`config.mk`:
```
export PLATFORM = sky130hd
export DESIGN_NAME = trng_seq_ctrl
export DESIGN_NICKNAME = d
export VERILOG_FILES = /design/src/rtl/trng_seq_ctrl.sv
export SDC_FILE = /design/constraint.sdc
export NUM_CORES = 1
export LEC_CHECK = 0
export ABC_AREA = 1
export CAP_MARGIN = 20
export CORE_AREA = 8 8 86 107
export CTS_CLUSTER_SIZE = 30
export DETAILED_ROUTE_END_ITERATION = 6
export DIE_AREA = 0 0 94 115
export GPL_ROUTABILITY_DRIVEN = 1
export GPL_TIMING_DRIVEN = 0
export PLACE_DENSITY = 0.79
export SLEW_MARGIN = 20
export SYNTH_ARGS = -nofsm -noshare
export SYNTH_HDL_FRONTEND = slang
export SYNTH_SLANG_ARGS = --single-unit
```
`constraint.sdc`:
```
create_clock -name i_clk -period 2.5 [get_ports i_clk]
set_clock_uncertainty 0.05 [all_clocks]
set_input_delay 0.25 -clock i_clk [delete_from_list [all_inputs] [get_ports i_clk]]
set_output_delay 0.25 -clock i_clk [all_outputs]
set_load 0.03 [all_outputs]
```
`src/rtl/trng_seq_ctrl.sv`:
```
// Entropy source sequencer: holds the source in reset, warms it up, then decimates and health-checks captures.
// Captured words appear on o_data one cycle after capture; a capture arriving while a word is stalled is dropped and flagged on o_overrun.
module trng_seq_ctrl #(
  parameter int RNG_WIDTH     = 32,
  parameter int WARMUP_CYCLES = 16,
  parameter int SAMPLE_DIV    = 4,
  parameter int REP_LIMIT     = 3,
  parameter int CNT_W         = 8
) (
  input  logic                 i_clk,
  input  logic                 i_reset_n,
  input  logic                 i_start,
  input  logic                 i_stop,
  input  logic                 i_clear_fail,
  output logic                 o_src_reset,
  output logic                 o_src_en,
  input  logic [RNG_WIDTH-1:0] i_src_rnd,
  output logic [RNG_WIDTH-1:0] o_data,
  output logic                 o_valid,
  input  logic                 i_ready,
  output logic                 o_busy,
  output logic                 o_fail,
  output logic                 o_overrun
);

  localparam int REP_W = $clog2(REP_LIMIT + 1);
  localparam logic [CNT_W-1:0] WARM_LAST = CNT_W'(WARMUP_CYCLES - 1);
  localparam logic [CNT_W-1:0] DIV_LAST  = CNT_W'(SAMPLE_DIV - 1);
  localparam logic [REP_W-1:0] REP_LIM   = REP_W'(REP_LIMIT);

  typedef enum logic [1:0] {
    S_IDLE   = 2'd0,
    S_WARMUP = 2'd1,
    S_RUN    = 2'd2,
    S_FAIL   = 2'd3
  } state_t;

  state_t state;
  state_t state_nxt;

  logic [CNT_W-1:0]     cnt;
  logic [RNG_WIDTH-1:0] prev;
  logic                 prev_vld;
  logic [REP_W-1:0]     rep_cnt;
  logic [REP_W-1:0]     rep_nxt;
  logic                 capture;
  logic                 health_fail;

  logic                 src_reset_nxt;
  logic                 src_en_nxt;
  logic                 busy_nxt;
  logic                 fail_nxt;
  logic                 valid_nxt;
  logic [RNG_WIDTH-1:0] data_nxt;
  logic                 overrun_nxt;

  // A stop request pre-empts a capture landing in the same cycle.
  assign capture     = (state == S_RUN) && (cnt == DIV_LAST) && !i_stop;
  assign rep_nxt     = (prev_vld && (i_src_rnd == prev)) ? rep_cnt + 1'b1 : REP_W'(1);
  assign health_fail = capture && (rep_nxt >= REP_LIM);

  always_ff @(posedge i_clk) begin
    if (!i_reset_n) begin
      state <= S_IDLE;
    end else begin
      state <= state_nxt;
    end
  end

  always_comb begin
    state_nxt = state;
    case (state)
      S_IDLE: begin
        if (i_start && !i_stop) state_nxt = S_WARMUP;
      end
      S_WARMUP: begin
        if (i_stop)                 state_nxt = S_IDLE;
        else if (cnt == WARM_LAST)  state_nxt = S_RUN;
      end
      S_RUN: begin
        if (i_stop)            state_nxt = S_IDLE;
        else if (health_fail)  state_nxt = S_FAIL;
      end
      S_FAIL: begin
        if (i_clear_fail) state_nxt = S_IDLE;
      end
      default: state_nxt = S_IDLE;
    endcase
  end

  always_comb begin
    src_reset_nxt = 1'b1;
    src_en_nxt    = 1'b0;
    busy_nxt      = 1'b0;
    fail_nxt      = 1'b0;
    case (state_nxt)
      S_WARMUP, S_RUN: begin
        src_reset_nxt = 1'b0;
        src_en_nxt    = 1'b1;
        busy_nxt      = 1'b1;
      end
      S_FAIL:  fail_nxt = 1'b1;
      default: ;
    endcase

    valid_nxt   = o_valid && !i_ready;
    data_nxt    = o_data;
    overrun_nxt = 1'b0;
    if (capture && !health_fail) begin
      if (!o_valid || i_ready) begin
        data_nxt  = i_src_rnd;
        valid_nxt = 1'b1;
      end else begin
        overrun_nxt = 1'b1;
      end
    end
    // Leaving the active states discards any word still waiting for the consumer.
    if (state_nxt != S_WARMUP && state_nxt != S_RUN) valid_nxt = 1'b0;
  end

  always_ff @(posedge i_clk) begin
    if (!i_reset_n) begin
      o_src_reset <= 1'b1;
      o_src_en    <= 1'b0;
      o_busy      <= 1'b0;
      o_fail      <= 1'b0;
      o_valid     <= 1'b0;
      o_data      <= '0;
      o_overrun   <= 1'b0;
    end else begin
      o_src_reset <= src_reset_nxt;
      o_src_en    <= src_en_nxt;
      o_busy      <= busy_nxt;
      o_fail      <= fail_nxt;
      o_valid     <= valid_nxt;
      o_data      <= data_nxt;
      o_overrun   <= overrun_nxt;
    end
  end

  // One counter serves as warm-up timer and sample divider; it restarts on every state change.
  always_ff @(posedge i_clk) begin
    if (!i_reset_n) begin
      cnt <= '0;
    end else if (state_nxt != state) begin
      cnt <= '0;
    end else if (state == S_RUN) begin
      cnt <= (cnt == DIV_LAST) ? '0 : cnt + 1'b1;
    end else if (state == S_WARMUP) begin
      cnt <= cnt + 1'b1;
    end else begin
      cnt <= '0;
    end
  end

  always_ff @(posedge i_clk) begin
    if (!i_reset_n) begin
      prev     <= '0;
      prev_vld <= 1'b0;
      rep_cnt  <= '0;
    end else if (state_nxt != S_RUN) begin
      prev_vld <= 1'b0;
      rep_cnt  <= '0;
    end else if (capture) begin
      prev     <= i_src_rnd;
      prev_vld <= 1'b1;
      rep_cnt  <= rep_nxt;
    end
  end

endmodule

```
==> impl_metrics.yaml <==
worst_setup_path:
  rrSetupSlack_ns: 0.17
  r2r_cells: 14
  critical_path.max_fanout: 10
  worstSetupEndpointType: "register"
  r2r-start: "cnt[0]"
  critical_path_class: "register to register"
  r2r-end: "prev[13]"
  cp-start-kind: "register"
  crit_arrival_ns: 2.52
  cp_data_required_time_ns: 2.70
synth:
  avgSynthCellArea_um2: 6.69
  yosysTopAreaCellShare: 0.429
  synth_area_leaders: "dfxtp_1 (43%), nand2_1 (14%), nor2_1 (9.9%), inv_1 (9.5%), o21ai_0 (4.8%)"
  syn-num-nets: 612
  yosys_register_bits: 82
  yosysWarnings: 0
  yosysTopAreaCell: "dfxtp_1"
  syn_area_um2: 3820
  syn_inst: 571
  ys_types: 29
  ys_seq_area_frac: 0.429
finish:
  antenna_cells: 0
  nNetsFinal: 703
  fillerInstances: 674
  final_cell_mix: "nand2_1 (142), nor2_1 (100), inv_1 (97)"
  area_delta_synth_final_pct: 31.7
  fin_cells: 762
  postLayoutCoreUtil: 0.665
  drive_above_1_share: 0.0810
  layout_commonest_cell: "nand2_1"
  post-route-cell-area_um2: 5030
timing:
  worst_slew_pin_slew_ns: 0.475
  finalHoldViolCount: 0
  finalCritPeriodShare: 0.931
  fmax_mhz: 430
  min_period_ns: 2.33
  relSlewSlack: 0.683
  setup_viol: 0
  finalSetupTns_ns: 0
  slew_viol_final: 0
cts:
  cts.path.max_buffers: 2
  hold_buffers: 0
  numCtsBuffers: 9
  path_clk_slew_ns: 0.08
  cts_tree: "built"
  clk_latency_ns: 0.36
  cts_sinks: 82
  cts_root_buffer: "clkbuf_8"
  cts.htree.levels: 3
worst_hold_path:
  hp-class: "input pin to register"
  hp-start: "i_src_rnd[19]"
  whs_endpoint: "o_data[19]"
  min_path_cells: 3
floorplan:
  fp.coreArea_um2: 7570
  ios: 76
  dieArea_um2: 10800
  start_util: 0.505
  rows: 36
  dieHeight_um: 115
  die_w_um: 94
placement:
  dp_hpwl_mm: 7.20
  placement.io_buffers: 75
  place_congestion: 0.828
  dpl_cell_area_um2: 4690
  dp.cells: 741
power_and_ir_drop:
  power_density_nw_per_um2: 538
  power.ir.vdd_worst_mv: 0.620
  p_leak_nw: 2.34
global_route:
  antenna_found_initial: 0
  grt_pass1_wl_mm: 16.0
  grt_max_degree: 14
  overflow: 0
  grt_pass1_vias: 3621
  grt.total_usage: 0.184
routing:
  avgRoutedWirePerCell_um: 12.7
  ant_nets: 0
  num_vias: 3706
  dr.pass1.iters: 5
  vias_per_cell: 4.86
  drc: 0
  routed_wl_mm: 9.66
  detail_route.iter0.violations: 190
run:
  cap_violations: 0
run_status:
  status: "finished clean"
==> what timing repair did <==
item / CTS / global route
cloned: 0 / 0
setup buffers: 0 / 5
endpoints found under the setup margin: 32 / 32
pin swaps: 0 / 3
gates resized for setup: 7 / 22
==> cell usage after synthesis <==
cell and count:
dfxtp_1 82, o21ai_0 37, a21oi_1 34, nand2_1 143, buf_1 2, buf_6 3, xnor2_1 10, o2111ai_1 1
nand3b_1 4, nand3_1 11, nand2_4 1, nand3_4 1, nor2_1 101, nand4_1 2, inv_2 2, o211a_1 1
nor2_4 1, clkbuf_1 11, nand2_2 1, nor2_2 6, a211oi_1 1, or2_2 2, buf_4 1, nor3_1 6
ha_1 3, inv_1 97, o22ai_1 3, and2_4 1, buf_8 3
==> kinds of logic (layout without fill, tap and decap cells) <==
group | Yosys count | count (layout) | share of synthesized area
compound gates | 77 | 77 | 0.105
xor+xnor | 10 | 10 | 0.0229
fa+ha+maj | 3 | 3 | 0.00982
buf+inv | 119 | 215 | 0.133
flops | 82 | 82 | 0.429
simple gates | 280 | 280 | 0.300
==> worst max-delay path, stage by stage, from the launching register on <==
cell and delay (ns):
dfxtp_1 0.37, ha_2 0.20, nand2_1 0.06, inv_1 0.08, nand2_1 0.11, nor2_2 0.13
nor3_1 0.06, nor3_1 0.23, nand2_1 0.12, nand2_2 0.11, ha_4 0.16, nand2_4 0.09
clkbuf_4 0.19, o21ai_0 0.19, a21oi_1 0.07
==> metal layers <==
metal	up-vias	routed length, µm	track usage
met3	18	527	0.0477
li1	1901	-	-
met2	93	4900	0.324
met1	1694	4030	0.198
met5	-	0	0
met4	0	203	0.0912
==> state kept, by name, summed over array words and instances (netlist names) <==
signal,flops
o_valid,1
prev_vld,1
state,2
prev,32
o_src_reset,1
o_busy,1
rep_cnt,2
o_fail,1
o_overrun,1
o_data,32
cnt,8
==> how the worst max path moves through the flow <==
| stage | startpoint | end | depth (start not counted) |
|---|---|---|---|
| 2_1_floorplan | cnt[6] | prev[26] | 12 |
| 3_3_place_gp | i_src_rnd[2] | prev[30] | 14 |
| 3_5_place_dp | i_src_rnd[2] | prev[13] | 14 |
| 4_1_cts | cnt[0] | prev[11] | 14 |
| 5_1_grt | i_src_rnd[23] | prev[10] | 17 |
| 6_report | cnt[0] | prev[13] | 14 |
==> power by group <==
group | switching (mW) | internal, mW | leakage [nW] | total (mW)
combinational | 0.107 | 0.0911 | 1.55 | 0.198
clock | 0.483 | 0.715 | 0.129 | 1.20
sequential | 0.00254 | 1.31 | 0.661 | 1.31
==> metrics by stage <==
stage	setup slack [ns]	power [mW]	hold WS, ns
3_5_place_dp	-0.503	1.53	0.400
4_1_cts	0.0117	2.71	0.412
2_1_floorplan	0.419	1.42	0.332
5_1_grt	-0.0135	2.79	0.255
6_report	0.172	2.71	0.225
3_3_place_gp	-0.424	1.53	0.394
==> area by class of cell <==
type | count | area [µm²] | share of cell area
multi-input combinational | 370 | 1710 | 0.339
tap | 95 | 119 | 0.0236
inverter | 99 | 372 | 0.0738
timing repair buffer | 80 | 793 | 0.158
clock buffer | 11 | 151 | 0.0301
buffer | 20 | 150 | 0.0298
sequential | 82 | 1640 | 0.326
clock inverter | 5 | 100 | 0.0199
Power figures use the tool's default switching activity.
